<file path="config.mk">
export PLATFORM = sky130hd
export DESIGN_NAME = md_issue_ctrl
export DESIGN_NICKNAME = d
export VERILOG_FILES = /design/src/rtl/md_issue_ctrl.sv
export SDC_FILE = /design/constraint.sdc
export NUM_CORES = 1
export LEC_CHECK = 0
export CORE_MARGIN = 3
export CORE_UTILIZATION = 36
export DETAILED_ROUTE_END_ITERATION = 10
export PLACE_DENSITY_LB_ADDON = 0.15
export SYNTH_ARGS = -nofsm -noshare
export SYNTH_HDL_FRONTEND = slang
export SYNTH_SLANG_ARGS = --single-unit
</file>
<file path="constraint.sdc">
create_clock -name clk -period 2.82 [get_ports clk]
set_input_delay 0.846 -clock clk [delete_from_list [all_inputs] [get_ports clk]]
set_output_delay 0.846 -clock clk [all_outputs]
set_load 0.005 [all_outputs]
</file>
<file path="src/rtl/md_issue_ctrl.sv">
// Issue/hazard controller for the HI/LO multiply-divide unit: issues E-stage MD ops and stalls D while the unit is occupied.
// Optional stall-cycle counter is built only when MD_ISSUE_PERF_EN is defined.
module md_issue_ctrl #(
  parameter int MULT_CYCLES = 5,
  parameter int DIV_CYCLES  = 10,
  parameter int CNT_W       = 4
) (
  input  logic        clk,
  input  logic        reset,
  input  logic [2:0]  e_op,
  input  logic        e_valid,
  input  logic        e_flush,
  input  logic        d_md_use,
  output logic        md_start,
  output logic [2:0]  md_sel,
  output logic        md_busy,
  output logic        stall,
  output logic        proto_err,
  output logic [31:0] stall_cnt
);

  typedef enum logic [1:0] {IDLE, MBUSY, DBUSY} state_e;

  localparam logic [CNT_W-1:0] MULT_LOAD = CNT_W'(MULT_CYCLES - 1);
  localparam logic [CNT_W-1:0] DIV_LOAD  = CNT_W'(DIV_CYCLES - 1);
  localparam logic [CNT_W-1:0] CNT_ONE   = CNT_W'(1);

  state_e           state_q, state_d;
  logic [CNT_W-1:0] cnt_q, cnt_d;
  logic             proto_err_q, proto_err_d;
  logic             op_mul, op_div, op_mt, op_any, issue;

  always_comb begin
    op_mul = (e_op == 3'd1) || (e_op == 3'd2);
    op_div = (e_op == 3'd3) || (e_op == 3'd4);
    op_mt  = (e_op == 3'd5) || (e_op == 3'd6);
    op_any = op_mul || op_div || op_mt;
    issue  = e_valid && !e_flush && (state_q == IDLE) && op_any;

    state_d     = state_q;
    cnt_d       = cnt_q;
    // Any real E op reaching us while occupied means the stall was bypassed.
    proto_err_d = proto_err_q || (e_valid && op_any && (state_q != IDLE));

    case (state_q)
      IDLE: begin
        if (issue && op_mul) begin
          state_d = MBUSY;
          cnt_d   = MULT_LOAD;
        end else if (issue && op_div) begin
          state_d = DBUSY;
          cnt_d   = DIV_LOAD;
        end
      end
      default: begin
        if (cnt_q == '0) begin
          state_d = IDLE;
        end else begin
          cnt_d = cnt_q - CNT_ONE;
        end
      end
    endcase
  end

  always_ff @(posedge clk) begin
    if (reset) begin
      state_q     <= IDLE;
      cnt_q       <= '0;
      proto_err_q <= 1'b0;
    end else begin
      state_q     <= state_d;
      cnt_q       <= cnt_d;
      proto_err_q <= proto_err_d;
    end
  end

  assign md_start  = !reset && issue && (op_mul || op_div);
  assign md_sel    = (!reset && issue) ? e_op : 3'd0;
  assign md_busy   = !reset && (state_q != IDLE);
  // mthi/mtlo complete at the issue edge, so only mult/div issue adds a hazard.
  assign stall     = d_md_use && (md_busy || md_start);
  assign proto_err = proto_err_q;

`ifdef MD_ISSUE_PERF_EN
  logic [31:0] stall_cnt_q;

  always_ff @(posedge clk) begin
    if (reset) begin
      stall_cnt_q <= '0;
    end else if (stall && (stall_cnt_q != 32'hFFFF_FFFF)) begin
      stall_cnt_q <= stall_cnt_q + 32'd1;
    end
  end

  assign stall_cnt = stall_cnt_q;
`else
  assign stall_cnt = 32'd0;
`endif

endmodule

</file>
======== Yosys cells after proc, flatten, opt, wreduce, memory -nomap -nowiden ========
Cells that the tools add are included.
W data, S select, Z words.
cells by class
  add/sub/neg operators ................... 1
  eq/ne operators ......................... 8
  multiplexer cells ....................... 9
  reductions and logical operators ........ 26
operators by type and width
  kind                   number
  $mux W4                4
  $logic_and A1 B1 Y1    11
  $eq A3 B3 Y1 const B   3
  $mux W2                4
  $logic_or A1 B1 Y1     7
  $eq A3 B2 Y1 const B   2
  $logic_not A4 Y1       1
  $reduce_and A2 Y1      2
  $reduce_bool A2 Y1     2
  $sub A4 B1 Y4 const B  1
  $eq A3 B1 Y1 const B   1
  $mux W3                1
  $ne A3 B1 Y1 const B   1
  $logic_not A1 Y1       2
  $logic_not A2 Y1       1
  $ne A2 B2 Y1 const B   1
storage, ports and cells
  register bits after elaboration ......... 7
  input port bits ......................... 8
  output and inout bits ................... 39
  logic and storage cells ................. 47

======== Longest topological paths before layout ========
  depth in word-level cells ............... 9
  depth in mapped cells ................... 6
  mapped depth without buffers ............ 6

======== Least setup slack after synthesis ========
Ideal clock, no wire load.
  kind .................................... input to output
  from .................................... in e_flush
  to ...................................... out stall
  data arrival time ....................... 2002 ps
  required time ........................... 1974 ps
  setup slack ............................. -28 ps
  stages .................................. 4
  path buffers ............................ 1
  cells stage by stage .................... or4b_1 > buf_2 > nor4_1 > o21a_1
between the ends
  longest elaborated chain between the ends .. 8
RTL lines
  item                               RTL line  source
  start, declared                    12        input logic e_flush,
  $logic_not A1 Y1                   38        issue = e_valid && !e_flush && (state_q == IDLE) && op_any;
  $logic_and A1 B1 Y1 (3 in series)  38
  $logic_and A1 B1 Y1 (2 in series)  77        assign md_start = !reset && issue && (op_mul || op_div);
  named net md_start                 14        output logic md_start,
  $logic_or A1 B1 Y1                 81        assign stall = d_md_use && (md_busy || md_start);
  $logic_and A1 B1 Y1                81
  end, declared                      17        output logic stall,
The timed path passes the listed nets, and every way through them passes these cells.

======== Worst setup path after layout ========
  from .................................... in e_flush
  to ...................................... out md_sel[1]
between the ends
  longest elaborated chain between the ends .. 6
RTL lines
  item                               RTL line  source
  $logic_not A1 Y1                   38
  $logic_and A1 B1 Y1 (3 in series)  38
  $logic_and A1 B1 Y1                78        assign md_sel = (!reset && issue) ? e_op : 3'd0;
  $mux W3                            78
  end, declared                      15        output logic [2:0] md_sel,
Every way passes these cells.

==> impl_metrics.tcl <==
set metrics [dict create \
    criticalPathCategory "in -> out" \
    grt_use_total 0.1163 \
    hold_end "proto_err$_SDFF_PP0_" \
    cts_root_buf "clkbuf_4" \
    yosysWarnings 0 \
    routedWlPerCell_microns 9.780 \
    start_util 0.4034 \
    port-buffer-count 14 \
    io_pins 47 \
    violations "negative setup slack" \
    yosys_register_bits 7 \
    gp_congestion 0.7923 \
    drv_cap 0 \
    p_seq_frac 0.362 \
    combPwrFrac 0.325 \
    grt-ovfl-total 0 \
    hp-start "proto_err$_SDFF_PP0_" \
    synthCells 92 \
    ys.flop_type "dfxtp_1" \
    p_int_w 0.0002026 \
    grt_start_max_net_pins 10 \
    async_flop_share 0 \
    cts_made_buffers 3 \
    yosys-top-cells-area "buf_4 33%, dfxtp_1 19%, nor2_1 4.1%" \
    power.switching_w 0.00008458 \
    hp-class "reg -> reg" \
    clock_path_buffers 2 \
    setup_viol 3 \
    cts_tree "done" \
    status "finished with violations" \
    firstDrtPassIters 2 \
    ys_seq_area_frac 0.1908 \
    switching_share 0.2945 \
    required_ps 1970 \
    crit_path_cell_trace "buf_6, or4b_4, buf_6, nor4_4, buf_4, and2_4, buf_6" \
    clk_pin_slew_worst_paths_ps 50 \
    crit_path_max_incr_delay_ps 490 \
    synth-edff-count 0 \
    postSynthAreaPerCell_sq_um 7.983 \
    r2r_setup_slack_ps 840 \
    die_w_microns 51.17 \
    core_region_area_sq_um 1821 \
    period_minus_slack_ps 2886 \
    clock_latency_ps 250 \
    cts_sinks 7 \
    hpwl_microns 1207 \
    slew_headroom 0.6259 \
    critPathSlowestCell "or4b_4" \
    max-vdd-ir-drop_mv 0.2553 \
    dp.cells 142 \
    first_global_vias 539 \
    synth_cell_types 34 \
    synth_top_area_cell "buf_4" \
    fmax_mhz 346.5 \
    antenna_cells 0 \
    grt_pass1_wl_microns 2339 \
    r2r_cells 7 \
    fin_worst_skew_ps 2.143 \
    via_per_inst 4.093 \
    ant_nets 0 \
    rr_endpoint "cnt_q[2]$_SDFFE_PP0P_" \
    drt-initial-drc-count 1 \
    route.final.wire_length_microns 1467 \
    drcViolationCount 0 \
    path_common_cell "buf_6" \
    worst_hold_slack_ps 463.1 \
    nNetsFinal 135 \
    antenna_found_initial 0 \
    layout-drive-gt1-share 0.3600 \
    syn2layout_area_growth_pct 32.71 \
    crit_arrival_ps 2040 \
    vias 614 \
    fin_ws_ps -65.83 \
    p_total_w 0.0002872 \
    finalNonFillerCells 150 \
    finalCritPeriodShare 1.023 \
    slew_violations 0 \
    endpoint_kind "output pin" \
    synth_top_area_share 0.3271 \
    clockPowerShare 0.313 \
    grt_setup_unrepaired "true" \
    final-hold-violation-count 0 \
    tightest_slew_ps 560.0 \
    die_h_microns 51.17 \
    cp_max_fo 3 \
    worstReg2RegStart "state_q[1]$_SDFFE_PP0P_" \
    holdPathStages 2 \
    p_per_area_nw_per_um2 294.7 \
    row_count 15 \
    p_leak_nw 0.4483 \
    tns_ps -190.5 \
    htree_num_levels 1 \
    cts_hold_buf 0 \
    worst_setup_path_start_kind "input pin" \
    dieArea_sq_um 2618 \
    syn_area_sq_um 734.5 \
]
==> cells by family (layout without fill, tap and decap cells) <==
logic type / Yosys count / in the layout / share of synthesized area
AND/OR/NAND/NOR: 29 / 29 / 0.2249
AO/OA/AOI/OAI: 16 / 16 / 0.1857
flip-flops: 7 / 7 / 0.1908
XOR/XNOR: 1 / 1 / 0.01193
adder cells (fa/ha/maj): 1 / 1 / 0.01703
multiplexers: 1 / 1 / 0.01533
other: 1 / 32 / 0.005106
buffers and inverters: 36 / 38 / 0.3492
==> metal layers <==
layer	part of all wire	wire length (microns)	GRT usage	vias up
li1	-	-	-	318
met4	0.016	23	0.06726	0
met1	0.41	603	0.1338	267
met3	0.088	129	0.02041	2
met5	0	0	0	-
met2	0.48	711	0.1996	27
==> how the worst max path moves through the flow <==
stage	startpoint	to	depth (start not counted)
after floorplan	e_flush	stall	4
after global placement	e_valid	stall	5
after detailed placement	e_valid	stall	5
after CTS	e_flush	md_sel[0]	7
after global routing	e_flush	md_sel[2]	7
final	e_flush	md_sel[1]	7
==> sequential cells by signal, summed over array words and instances, names as in the netlist <==
signal,count
state_q,2
cnt_q,4
proto_err,1
==> worst max-delay path: cells and delay by family <==
| kind | cells | cell delay [ps] |
|---|---|---|
| simple gates | 3 | 740 |
| buf+inv | 4 | 460 |
==> timing repair <==
action	CTS	global route
gates resized for setup	37	12
pin swaps	8	2
setup buffers	4	0
setup endpoints to repair	6	6
==> layout by cell type (no fill, tap or decap), drive strengths merged, types with 2 or more instances in the layout <==
cell type      instances
o211ai                 2
clkbuf                 5
nor2                   8
and2                   3
conb                  32
o32ai                  2
clkdlybuf4s50          3
o21a                   2
dfxtp                  7
nand2b                 2
nor3                   2
a21oi                  6
dlygate4sd2            3
nand2                  3
or2                    2
inv                    2
buf                   25
nor4                   2
==> area by class of cell <==
cell class                 count  area [sq um]
timing repair buffer          32         271.5
multi-input combinational     80         498.0
clock buffer                   4         26.28
fill                         193         845.8
tap                           25         31.28
inverter                       2         7.507
sequential                     7         140.1
==> synthesized netlist by cell type (2+ instances only) <==
| library cell | instances |
|---|---|
| or2_2 | 2 |
| a21oi_1 | 5 |
| o21a_1 | 2 |
| and2_1 | 3 |
| nor4_1 | 2 |
| nand2_1 | 3 |
| inv_1 | 2 |
| nand2b_1 | 2 |
| buf_4 | 32 |
| nor2_1 | 8 |
| nor3_1 | 2 |
| dfxtp_1 | 7 |
==> through the flow <==
step | area, sq um | worst slack [ps] | utilization
5_1_grt | 974.7 | -117.7 | 0.5354
4_1_cts | 942.2 | -164.6 | 0.5175
2_1_floorplan | 857.1 | 57.19 | -
3_5_place_dp | 884.6 | -853.0 | 0.4859
6_report | 974.7 | -65.83 | 0.5354
3_3_place_gp | 884.6 | -865.3 | 0.4859
==> power groups by stage <==
stage          combinational, W  sequential (W)  clock (W)
3_3_place_gp          0.0000823        0.000106          0
6_report              0.0000933        0.000104  0.0000900
2_1_floorplan         0.0000777        0.000106          0
5_1_grt                0.000104        0.000104  0.0000985
3_5_place_dp          0.0000830        0.000106          0
4_1_cts               0.0000887        0.000104  0.0000950
Power figures use the tool's default switching activity.
